==> config.mk <==
export PLATFORM = sky130hd
export DESIGN_NAME = sample_feeder
export DESIGN_NICKNAME = d
export VERILOG_FILES = /design/src/rtl/sample_feeder.sv
export SDC_FILE = /design/constraint.sdc
export NUM_CORES = 1
export LEC_CHECK = 0
export BUFFER_PORTS_ARGS = -buffer_cell sky130_fd_sc_hd__buf_4
export CELL_PAD_IN_SITES_DETAIL_PLACEMENT = 1
export CELL_PAD_IN_SITES_GLOBAL_PLACEMENT = 1
export CORE_MARGIN = 1.5
export CORE_UTILIZATION = 32
export DETAILED_ROUTE_END_ITERATION = 7
export MAX_ROUTING_LAYER = met4
export PLACE_DENSITY = 0.55
export REMOVE_ABC_BUFFERS = 1
export SLEW_MARGIN = 10
export SYNTH_ARGS = -nofsm -noshare
export SYNTH_HDL_FRONTEND = slang
export SYNTH_SLANG_ARGS = --single-unit
==> constraint.sdc <==
create_clock -name clk -period 3.5 [get_ports clk]
set_clock_uncertainty 0.05 [all_clocks]
set_input_delay 0.175 -clock clk [delete_from_list [all_inputs] [get_ports clk]]
set_output_delay 0.175 -clock clk [all_outputs]
set_load 0.02 [all_outputs]
==> src/rtl/sample_feeder.sv <==
// sample_feeder: training-sample store that answers a level request with
// one registered sample and a one-cycle dataReady pulse, flagging epoch end.
module sample_feeder #(
  parameter int WIDTH = 8,
  parameter int DEPTH = 16,
  parameter int AW    = 4
) (
  input  logic                    clk,
  input  logic                    rst,
  input  logic                    clear,
  input  logic                    rewind,
  input  logic                    wrEn,
  input  logic signed [WIDTH-1:0] wrX1,
  input  logic signed [WIDTH-1:0] wrX2,
  input  logic signed [WIDTH-1:0] wrT,
  input  logic                    requestFlag,
  output logic                    dataReady,
  output logic signed [WIDTH-1:0] x1,
  output logic signed [WIDTH-1:0] x2,
  output logic signed [WIDTH-1:0] t,
  output logic                    flagEOF,
  output logic [AW:0]             count,
  output logic                    empty,
  output logic                    full
);

  localparam logic [AW:0] DepthC = DEPTH[AW:0];

  typedef enum logic [1:0] {
    IDLE,
    FETCH,
    PRESENT,
    RELEASE
  } state_e;

  state_e state_q, state_d;

  logic [AW-1:0]        rd_ptr_q, rd_ptr_d;
  logic [AW-1:0]        wr_ptr_q, wr_ptr_d;
  logic [AW:0]          count_q, count_d;
  logic [WIDTH-1:0]     x1_q, x1_d;
  logic [WIDTH-1:0]     x2_q, x2_d;
  logic [WIDTH-1:0]     t_q, t_d;
  logic                 eof_q, eof_d;
  logic [3*WIDTH-1:0]   mem_q [DEPTH];
  logic [3*WIDTH-1:0]   rd_word;
  logic                 full_w;
  logic                 wr_acc;
  logic                 fetch_en;
  logic                 fetch_eof;
  logic                 present;

  assign full_w    = (count_q == DepthC);
  assign wr_acc    = wrEn && !full_w && !clear;
  assign rd_word   = mem_q[rd_ptr_q];
  // EOF is judged against the count seen in the FETCH cycle
  assign fetch_eof = ({1'b0, rd_ptr_q} == (count_q - 1'b1));

  // State register
  always_ff @(posedge clk or posedge rst) begin
    if (rst) begin
      state_q <= IDLE;
    end else begin
      state_q <= state_d;
    end
  end

  // Next-state logic
  always_comb begin
    state_d = state_q;
    if (clear) begin
      state_d = IDLE;
    end else begin
      unique case (state_q)
        IDLE: begin
          if (requestFlag && (count_q != '0)) begin
            state_d = FETCH;
          end
        end
        FETCH: state_d = PRESENT;
        PRESENT: begin
          state_d = requestFlag ? RELEASE : IDLE;
        end
        RELEASE: begin
          if (!requestFlag) begin
            state_d = IDLE;
          end
        end
      endcase
    end
  end

  // Output decode
  always_comb begin
    present  = 1'b0;
    fetch_en = 1'b0;
    unique case (state_q)
      IDLE:    ;
      FETCH:   fetch_en = !clear;
      PRESENT: present  = 1'b1;
      RELEASE: ;
    endcase
  end

  // Datapath next-state
  always_comb begin
    rd_ptr_d = rd_ptr_q;
    wr_ptr_d = wr_ptr_q;
    count_d  = count_q;
    x1_d     = x1_q;
    x2_d     = x2_q;
    t_d      = t_q;
    eof_d    = eof_q;
    if (clear) begin
      rd_ptr_d = '0;
      wr_ptr_d = '0;
      count_d  = '0;
    end else begin
      if (wr_acc) begin
        wr_ptr_d = wr_ptr_q + 1'b1;
        count_d  = count_q + 1'b1;
      end
      if (fetch_en) begin
        x1_d     = rd_word[3*WIDTH-1:2*WIDTH];
        x2_d     = rd_word[2*WIDTH-1:WIDTH];
        t_d      = rd_word[WIDTH-1:0];
        eof_d    = fetch_eof;
        rd_ptr_d = fetch_eof ? '0 : rd_ptr_q + 1'b1;
      end
      // rewind outranks the fetch advance so it governs the next fetch
      if (rewind) begin
        rd_ptr_d = '0;
      end
    end
  end

  always_ff @(posedge clk or posedge rst) begin
    if (rst) begin
      rd_ptr_q <= '0;
      wr_ptr_q <= '0;
      count_q  <= '0;
      x1_q     <= '0;
      x2_q     <= '0;
      t_q      <= '0;
      eof_q    <= 1'b0;
    end else begin
      rd_ptr_q <= rd_ptr_d;
      wr_ptr_q <= wr_ptr_d;
      count_q  <= count_d;
      x1_q     <= x1_d;
      x2_q     <= x2_d;
      t_q      <= t_d;
      eof_q    <= eof_d;
    end
  end

  // Sample store has no reset; contents are meaningless until written
  always_ff @(posedge clk) begin
    if (wr_acc) begin
      mem_q[wr_ptr_q] <= {wrX1, wrX2, wrT};
    end
  end

  assign dataReady = present;
  assign x1        = x1_q;
  assign x2        = x2_q;
  assign t         = t_q;
  assign flagEOF   = eof_q;
  assign count     = count_q;
  assign empty     = (count_q == '0);
  assign full      = full_w;

endmodule

# Word level (Yosys, flattened, before mapping)
# Memory sizes are Yosys's and may differ from the RTL's. A register that Yosys moved wholly into a read port is not among the register bits.
# Cells that the tools add are included.
# totals
ff_bits	16
latchBits	0
mem_bits_rw	384
rom_bits	0
inputBits	30
out_inout_bits	33
elab_cells	47
n_memories	1
# op_classes
add_sub_neg	4
n_mul	0
n_div	0
order_cmp	0
n_eq_ne	7
shift	0
n_mux	17
bitwise	1
reduce_logical	12
# mem_list
memory	depth	width	read_ports	rd_clocked_by_memory_dff	write_ports	line_no	rtl
mem_q	16	24	1	1	1	45	logic [3*WIDTH-1:0] mem_q [DEPTH];
# op_table
op	count
$mux W4	6
$mux W5	2
$add A4 B1 Y4 const B	2
$mux W2	4
$pmux W2 S4	1
$ne A3 B3 Y1 const B	2
$add A5 B1 Y5 const B	1
$eq A4 B5 Y1	1
$eq A5 B5 Y1 const B	1
$logic_not A5 Y1	1
$reduce_bool A5 Y1	1
$sub A5 B1 Y5 const B	1
$eq A2 B2 Y1 const B	2
$mux W1	4
$reduce_and A2 Y1	2
$logic_and A1 B1 Y1	3
$reduce_bool A3 Y1	1
$eq A2 B1 Y1 const B	1
$logic_not A1 Y1	2
$logic_not A2 Y1	1
$reduce_bool A2 Y1	1
$not A1 Y1	1

# Depth between registers and ports, before layout
# Gate-level depths: netlist of the first run.
# logic_depth
ltp_word	6
ltp_mapped	8
ltp_nobuf	7

# Worst setup path after synthesis of the first run
# OpenSTA, ideal clock, no wires.
# synth_path
kind	reg2reg
start	register count_q[0] (netlist: count[0])
end	memory mem_q[15][0] (netlist bit) (enable)
arrival_ns	2.651
required_ns	3.045
setup_slack_ns	0.395
stages_incl_launch_ff	8
path_buffers	1
cell_sequence	dfrtp_1 -> inv_1 -> ha_1 -> and4bb_2 -> nor2b_1 -> buf_2 -> nand2_1 -> nor2_1
# synth_via
elab_chain_len	6
# synth_lines
element	line_no	rtl
start: declaration	40	logic [AW:0] count_q, count_d;
start signal: assignment	149	count_q <= count_d;
$eq A5 B5 Y1	53	assign full_w = (count_q == DepthC);
named net full	24	output logic full
$logic_not A1 Y1	54	assign wr_acc = wrEn && !full_w && !clear;
$logic_and A1 B1 Y1 (2 in series)	54	
$mux W1	159	if (wr_acc) begin
$mux W1 (not written as such)	160	mem_q[wr_ptr_q] <= {wrX1, wrX2, wrT};
end: declaration	45	
# The timed path passes the listed nets, and every way through them passes these cells.

# Worst setup path in the final report of the first run
# layout_path
start	register count_q[0] (netlist: count[0])
end	memory mem_q[7][1] (netlist bit) (enable)
# layout_via
elab_chain_len	6
# layout_lines
element	line_no
$eq A5 B5 Y1	53
$logic_not A1 Y1	54
$logic_and A1 B1 Y1 (2 in series)	54
$mux W1	159
$mux W1 (not written as such)	160
# No other way between the ends.

==> flow_summary.toml, run 1 <==
[hold_path]
min_path_type = "in -> async"

[grt]
grt_max_degree = 44
grt_pass1_vias = 8868
grt_usage_pct = 15.55
grt-ovfl-total = 0
antenna_found_initial = 0
grt_pass1_wl_mm = 58.96

[yosys]
syn_area_um2 = 16480
yosysWarnings = 0
ys.flop_type = "edfxtp_1"
avgSynthCellArea_um2 = 20.01
ys_ff_latch = 424
synth_cell_types = 35
synth-async-reset-ratio_pct = 9.434
netlist_instances = 824
ys_seq_area_share_pct = 76.02
synth_edf_count = 384

[final_layout]
post-route-util_pct = 39.43
antenna_cells = 0
layout.nets = 998
drive_gt1_share_pct = 29.83
synthToLayoutAreaGrowth_pct = 20.73
final_cells = 1671

[timing]
setup_tns_ns = 0
max_freq_mhz = 358.5
slew_viol_final = 0
period_share_pct = 79.70
hold_ws_ns = 0.3212
max_slew.worst_pin.slew_ns = 0.9275
setup_violations = 0
rsz0062_at_grt = "false"
relSlewSlack_pct = 38.17
period_minus_slack_ns = 2.790
finalHoldViolations = 0

[die]
die_h_um = 230.0
initial_utilization_pct = 32.66
die_area_um2 = 52880
ios = 63
core_um2 = 50480
num_rows = 82
die_w_um = 230.0

[routing]
antenna_left = 0
dr.pass1.iters = 4
num_vias = 8091
post-route-drc-count = 0
viasPerCell = 4.842
routed_wl_mm = 38.99
drtIter0Drc = 569
routedWlPerCell_um = 23.33

[power]
p_leak_nw = 6.314
p_sw_share_pct = 22.61
p_comb_share_pct = 7.2
finalPower_mw = 11.29
p_seq_share_pct = 51.2
p_per_area_nw_per_um2 = 567.2
p_int_mw = 8.736
power_switching_mw = 2.552
pwr-share-clk_pct = 41.6
ir_drop_uv = 360.7

[setup_path]
worst_ep_required_time_ns = 3.72
path_max_fanout = 13
criticalPathCategory = "reg -> reg"
endpoint_kind = "flip-flop"
worst_ep_arrival_time_ns = 3.01
startpoint_type = "flip-flop"

[clock_tree]
clk_latency_ns = 0.57
cts_buffers = 47
cts_tree = "done"
cts_root_buffer = "clkbuf_16"
clkTransAtPathRegs_ns = 0.06
htreeDepth = 2
clock_path_buffers = 3
cts.sinks = 424

[place]
io_buffers = 62
dp_hpwl_mm = 23.36
gp_congestion = 0.7376
dp_cells = 1554

[flow_run]
maxCapViolations = 0

[run_status]
status = "finished clean"
==> metrics by stage <==
stage	setup slack, ns	instance area (µm²)
after floorplan	-1.853	16250
after global placement	0.7868	18140
final	0.7104	19900
after detailed placement	0.6832	18140
after global routing	0.5312	19900
after CTS	0.6445	19900
==> cell usage in the layout, fill, tap and decap left out, types with 4 or more instances in the layout <==
cell type,count
ha_1,7
xor2_1,9
clkbuf_16,48
inv_1,4
mux4_2,78
xnor2_1,6
o21ai_0,22
nor3_1,10
dlygate4sd3_1,30
mux2_2,30
buf_4,88
nor3b_1,4
mux2i_1,47
nor2_4,16
dfrtp_1,37
buf_12,13
nand2_1,13
clkinv_1,11
o22ai_1,23
o21bai_1,10
clkinv_2,8
nor2_1,34
a21oi_1,23
edfxtp_1,384
clkbuf_1,11
==> synthesized netlist by cell type, types with 2 or more instances <==
master,instances,area share (%)
dfrtp_1,40,6.1
nor3_1,10,0.30
buf_1,2,0.046
or3_1,2,0.076
buf_4,3,0.14
buf_6,6,0.41
nor2_1,50,1.1
nor2b_1,3,0.11
nor3b_1,4,0.18
mux2_2,30,2.0
mux4_2,78,11
o22ai_1,23,0.87
nand2_1,13,0.30
clkbuf_1,18,0.41
a21oi_1,23,0.70
mux2i_1,47,2.9
a21o_1,3,0.14
nand4_1,3,0.11
o21bai_1,10,0.46
ha_1,7,0.53
buf_2,14,0.43
xor2_1,9,0.48
edfxtp_1,384,70
xnor2_1,6,0.32
o21ai_0,22,0.67
inv_1,5,0.11
==> state kept, by name, summed over array words and instances, names as in the netlist <==
name	count
x2	8
mem_q	384
t	8
count	5
flagEOF	1
wr_ptr_q	4
rd_ptr_q	4
state_q	2
x1	8
==> critical path, stage by stage (launching register included) <==
cell      delay (ns)
dfrtp_1         0.49
inv_1           0.08
ha_1            0.23
and4bb_2        0.24
nor2b_1         0.18
buf_4           0.20
nand2_1         0.27
nor2_4          0.50
buf_12          0.22
==> power by group through the flow <==
stage | logic, mW | clock network, mW | registers, mW
finish | 0.814 | 4.69 | 5.78
global placement | 0.798 | 0 | 5.89
CTS | 0.836 | 4.82 | 5.79
detailed placement | 0.808 | 0 | 5.89
global route | 0.882 | 4.98 | 5.80
floorplan | 0.255 | 0 | 6.01
==> timing repair <==
action                                 4_1_cts  5_1_grt
endpoints found under the hold margin      428        0
resized for setup                            0        0
setup buffers                                0        0
hold buffers                                30        0
==> final cells by class <==
| type | instances | area, µm² |
|---|---|---|
| Inverter | 5 | 18.77 |
| Clock inverter | 26 | 188.9 |
| Multi-Input combinational cell | 352 | 3819 |
| Fill cell | 4884 | 30580 |
| Timing Repair Buffer | 131 | 1221 |
| Clock buffer | 61 | 1270 |
| Sequential cell | 424 | 12540 |
| Tap cell | 672 | 840.8 |
==> final timing paths <==
path	startpoint	to	slack, ns	depth (start not counted)
max	count[0]$_DFFE_PP0P_	mem_q[7][1]$_DFFE_PP_	0.71	8
max reg2reg	count[0]$_DFFE_PP0P_	mem_q[7][1]$_DFFE_PP_	0.71	8
min in group clk	requestFlag	state_q[0]$_DFFE_PP0P_	0.39	3
min	rst	t[7]$_DFFE_PP0P_	0.32	3
max in group asynchronous	rst	t[3]$_DFFE_PP0P_	2.34	4
min reg2reg	x1[6]$_DFFE_PP0P_	x1[6]$_DFFE_PP0P_	0.44	1
==> layer usage <==
| metal | GRT usage [%] | part of all wire (%) |
|---|---|---|
| met1 | 20.99 | 46 |
| met2 | 24.45 | 48 |
| met3 | 2.790 | 3.6 |
| met4 | 3.717 | 1.7 |
| met5 | - | 0 |
==> cell families (layout without fill, tap and decap cells) <==
logic type | after synthesis | after routing | synth area share, %
and+or+nand+nor | 92 | 92 | 2.558
muxes | 155 | 155 | 15.56
buffers and inverters | 48 | 223 | 1.541
AOI/OAI and AO/OA | 83 | 83 | 2.991
adders and majority gates | 7 | 7 | 0.5313
DFF | 424 | 424 | 76.02
xor gates and xnor gates | 15 | 15 | 0.7970
(Power assumes the default switching activity.)
==> run 2: changes to the inputs <==
Clock period 3.5 ns to 2.8 ns, I/O delays scaled along.
==> flow_summary.toml, run 2 (synthesized netlist as in run 1, its figures left out) <==
[run_status]
status = "finished clean"

[setup_path]
criticalPathCategory = "reg -> reg"
endpoint_kind = "flip-flop"
crit_top_cell = "buf_4"
path_max_fanout = 7
slowest_delay_ns = 0.44
r2r-start = "count[1]$_DFFE_PP0P_"
worst_ep_arrival_time_ns = 2.68
startpoint_type = "flip-flop"
slowest_stage = "dfrtp_1"
path_cells = "inv_1 > ha_1 > and4bb_2 > nor2b_1 > buf_4 > nand2_1 > nor2_4 > buf_4"
worst_ep_required_time_ns = 3.03
startpoint = "count[1]$_DFFE_PP0P_"
r2r_cells = 8
path_delay_family = "simple AND/OR/NAND/NOR gates"
cp_num_cells = 8
path_buf_inv = 3

[clock_tree]
postCtsSetupBuffers = 0
cts_resized = 0
clkTransAtPathRegs_ns = 0.06
htreeDepth = 2
clock_path_buffers = 3
cts_root_buffer = "clkbuf_16"
cts_tree = "done"
clk_latency_ns = 0.59
cts_buffers = 46
cts.sinks = 424

[routing]
routed_wl_mm = 40.08
dr.pass1.iters = 4
antenna_left = 0
routedWlPerCell_um = 23.91
post-route-drc-count = 0
drtIter0Drc = 546
num_vias = 8281
viasPerCell = 4.941

[final_layout]
layout.nets = 1007
synthToLayoutAreaGrowth_pct = 21.68
antenna_cells = 0
largest_reg_flops = 384
top_register = "mem_q"
regArea_um2 = 12540
final_common_cell = "edfxtp_1"
multiInputGateArea_um2 = 3820
fillerInstances = 4906
drive_gt1_share_pct = 30.68
layout_common_cells = "edfxtp_1, buf_4, mux4_2"

[grt]
antenna_found_initial = 0
grt_pass1_vias = 8976
grt_pass1_wl_mm = 60.49
grt-ovfl-total = 0
grt_max_degree = 45
grt_usage_pct = 16.04

[timing]
period_share_pct = 87.69
finalHoldViolations = 0
max_freq_mhz = 407.3
hold_ws_ns = 0.1574
max_slew.worst_pin.slew_ns = 0.8185
rsz0062_at_grt = "false"
relSlewSlack_pct = 45.44
period_minus_slack_ns = 2.455
setup_violations = 0
slew_viol_final = 0
setup_tns_ns = 0

[die]
die_w_um = 230.0
initial_utilization_pct = 32.66
die_h_um = 230.0
ios = 63
core_um2 = 50480
num_rows = 82
die_area_um2 = 52880

[power]
finalPower_mw = 14.35
p_per_area_nw_per_um2 = 715.2
p_leak_nw = 6.404
ir_drop_uv = 488.8
p_int_mw = 11.12
p_comb_share_pct = 7.3
pwr-share-clk_pct = 42.5
p_sw_share_pct = 22.47
power_switching_mw = 3.224
p_seq_share_pct = 50.3

[hold_path]
min_path_type = "in -> async"

[flow_run]
maxCapViolations = 0

[place]
gp_congestion = 0.7271
dp_hpwl_mm = 23.91
io_buffers = 62
-- run 2: cell count changes in the layout (fill, tap and decap cells not counted) --
cell | before | now
clkbuf_1 | 11 | 7
clkbuf_8 | 2 | 0
inv_16 | 0 | 2
clkinvlp_4 | 3 | 1
or3_2 | 0 | 1
or3_1 | 2 | 1
inv_6 | 1 | 0
buf_4 | 88 | 95
bufinv_16 | 2 | 6
buf_12 | 13 | 16
clkbuf_16 | 48 | 46
-- run 2: final cells by class --
type	count	share of cell area [%]
flip-flops and latches	424	62.53
multi-input cells	352	19.04
repair buffers	141	6.649
clock buffers	53	5.870
well taps	672	4.192
clock inverters	29	1.622
inverters	5	0.09356
-- run 2: what timing repair did --
| item | CTS | global route |
|---|---|---|
| hold buffers | 30 | 0 |
| setup endpoints to repair | 0 | 0 |
| hold endpoints to repair | 420 | 0 |
-- run 2: layer usage --
layer | track usage (%) | vias to the layer above | wire [µm]
met5 | - | - | 0
li1 | - | 3635 | -
met1 | 20.98 | 4463 | 18120
met2 | 25.89 | 132 | 19860
met4 | 3.942 | 0 | 750
met3 | 2.964 | 51 | 1350
-- run 2: per-stage QoR --
stage	setup slack [ns]	cell area [µm²]	util, %	cells
after floorplan	-2.553	16250	-	781
after global placement	0.4361	18260	36.17	1564
after detailed placement	0.3444	18260	36.17	1564
after CTS	0.2948	20060	39.74	1676
after global routing	0.2033	20060	39.74	1676
final	0.3447	20060	39.74	1676
-- run 2: path summary, 6_finish.rpt --
path | endpoint | slack [ns]
worst min-delay path | x2[6]$_DFFE_PP0P_ | 0.16
max in group asynchronous | t[0]$_DFFE_PP0P_ | 1.84
worst max register to register | mem_q[15][19]$_DFFE_PP_ | 0.34
worst max-delay path | mem_q[15][19]$_DFFE_PP_ | 0.34
worst min register to register | x1[0]$_DFFE_PP0P_ | 0.43
min in group clk | mem_q[8][8]$_DFFE_PP_ | 0.36
-- run 2: worst min-delay path, stage by stage --
cell	delay, ns
dlygate4sd3_1	0.53
buf_4	0.13
inv_2	0.48
-- run 2: power by group through the flow --
stage / clock network [mW] / registers (mW) / logic (mW)
6_report: 6.09 / 7.21 / 1.04
2_1_floorplan: 0 / 7.51 / 0.318
5_1_grt: 6.50 / 7.24 / 1.13
3_5_place_dp: 0 / 7.35 / 1.04
4_1_cts: 6.27 / 7.22 / 1.07
3_3_place_gp: 0 / 7.35 / 1.02
==> run 3: changes to the inputs <==
Settings changed: CTS_BUF_LIST from default to sky130_fd_sc_hd__clkbuf_8.
==> flow_summary.toml, run 3 (synthesized netlist as in run 1, its figures left out) <==
[final_layout]
top_register = "mem_q"
layout_common_cells = "edfxtp_1, buf_4, mux4_2"
fillerInstances = 4956
fin_area_um2 = 19870
layout.nets = 1036
largest_reg_flops = 384
antenna_cells = 0
drive_gt1_share_pct = 31.16
synthToLayoutAreaGrowth_pct = 20.52
final_common_cell = "edfxtp_1"

[grt]
grt-ovfl-total = 0
antenna_found_initial = 0
grt_pass1_wl_mm = 61.22
grt_usage_pct = 16.24
grt_max_degree = 45
grt_pass1_vias = 9304

[flow_run]
maxCapViolations = 0

[die]
num_rows = 82
initial_utilization_pct = 32.66
core_um2 = 50480
die_h_um = 230.0
die_w_um = 230.0
ios = 63
die_area_um2 = 52880

[setup_path]
r2r-start = "count[1]$_DFFE_PP0P_"
worst_ep_arrival_time_ns = 2.70
rr_endpoint = "mem_q[15][22]$_DFFE_PP_"
criticalPathCategory = "reg -> reg"
endpoint_kind = "flip-flop"
path_buf_inv = 3
startpoint_type = "flip-flop"
crit_top_cell = "buf_4"
startpoint = "count[1]$_DFFE_PP0P_"
r2r_setup_slack_ns = 0.36
slowest_delay_ns = 0.44
path_cells = "inv_1 > ha_1 > and4bb_2 > nor2b_1 > buf_4 > nand2_1 > nor2_4 > buf_4"
worst_ep_required_time_ns = 3.06
r2r_cells = 8
slowest_stage = "dfrtp_1"
path_delay_family = "simple AND/OR/NAND/NOR gates"
path_max_fanout = 7

[power]
finalPower_mw = 13.32
ir_drop_uv = 244.5
p_leak_nw = 6.468
p_per_area_nw_per_um2 = 670.5

[place]
io_buffers = 62
placed_cell_area_um2 = 18260
dp_hpwl_mm = 23.91
gp_congestion = 0.7271

[clock_tree]
cts_root_buffer = "clkbuf_8"
cts_buffers = 75
cts_resized = 0
clock_path_buffers = 3
clk_latency_ns = 0.62
clkTransAtPathRegs_ns = 0.05
cts.sinks = 424
htreeDepth = 3
cts_tree = "done"

[routing]
routedWlPerCell_um = 23.36
antenna_left = 0
viasPerCell = 4.841
num_vias = 8380
post-route-drc-count = 0
drtIter0Drc = 459
routed_wl_mm = 40.43
dr.pass1.iters = 4

[timing]
relSlewSlack_pct = 46.18
period_minus_slack_ns = 2.438
setup_tns_ns = 0
max_freq_mhz = 410.1
period_share_pct = 87.08
setup_violations = 0
finalHoldViolations = 0
rsz0062_at_grt = "false"
slew_viol_final = 0
max_slew.worst_pin.slew_ns = 0.8073

[run_status]
status = "finished clean"

[hold_path]
min_path_type = "in -> async"
## run 3: changes by cell type in the layout (fill, tap and decap cells not counted), sizes merged
cell and delta:
clkinv +2, clkbuf +24, bufinv -6, clkinvlp -1, inv +36
## run 3: worst max-delay path by stage
stage / cells after the start / end / slack, ns
final: 8 / mem_q[15][22]$_DFFE_PP_ / 0.36
after global routing: 8 / mem_q[15][22]$_DFFE_PP_ / 0.23
after CTS: 8 / mem_q[15][22]$_DFFE_PP_ / 0.31
after detailed placement: 8 / mem_q[15][21]$_DFFE_PP_ / 0.34
after global placement: 8 / mem_q[15][1]$_DFFE_PP_ / 0.44
after floorplan: 4 / t[5]$_DFFE_PP0P_ / -2.55
## run 3: layer usage
layer	vias to the layer above	wire [µm]	GRT usage [%]	part of all wire (%)
li1	3701	-	-	-
met1	4412	17590	20.79	44
met2	197	19990	26.03	49
met3	70	2014	3.274	5.0
met4	0	843	5.086	2.1
met5	-	0	-	0
## run 3: what timing repair did
| action | CTS | global route |
|---|---|---|
| endpoints found under the hold margin | 420 | 0 |
| setup buffers | 0 | 0 |
| hold buffers | 30 | 0 |
## run 3: stage by stage
step	worst slack [ns]	hold slack, ns	std cells	utilization, %
finish	0.3618	0.1385	1731	39.36
global route	0.2307	0.1660	1731	39.36
CTS	0.3115	0.1247	1731	39.36
detailed placement	0.3444	0.2507	1564	36.17
global placement	0.4361	0.2548	1564	36.17
floorplan	-2.553	0.1531	781	-
## run 3: tightest hold or removal path, delay by kind of cell
| kind | cells | cell delay (ns) |
|---|---|---|
| buffers and inverters | 3 | 1.14 |
## run 3: final cells by class
| class | count | area (µm²) | area share, % |
|---|---|---|---|
| clock buffers | 77 | 1060 | 5.334 |
| inverters | 5 | 18.77 | 0.09446 |
| flip-flops and latches | 424 | 12540 | 63.13 |
| well taps | 672 | 840.8 | 4.232 |
| multi-input cells | 352 | 3820 | 19.23 |
| repair buffers | 141 | 1334 | 6.713 |
| clock inverters | 60 | 251.5 | 1.266 |
## run 3: where the power goes
part	switching [mW]	internal, mW	leakage (nW)
Clock	2.50	2.56	0.799
Sequential	0.119	7.10	3.95
Combinational	0.595	0.448	1.72
Total	3.22	10.1	6.47
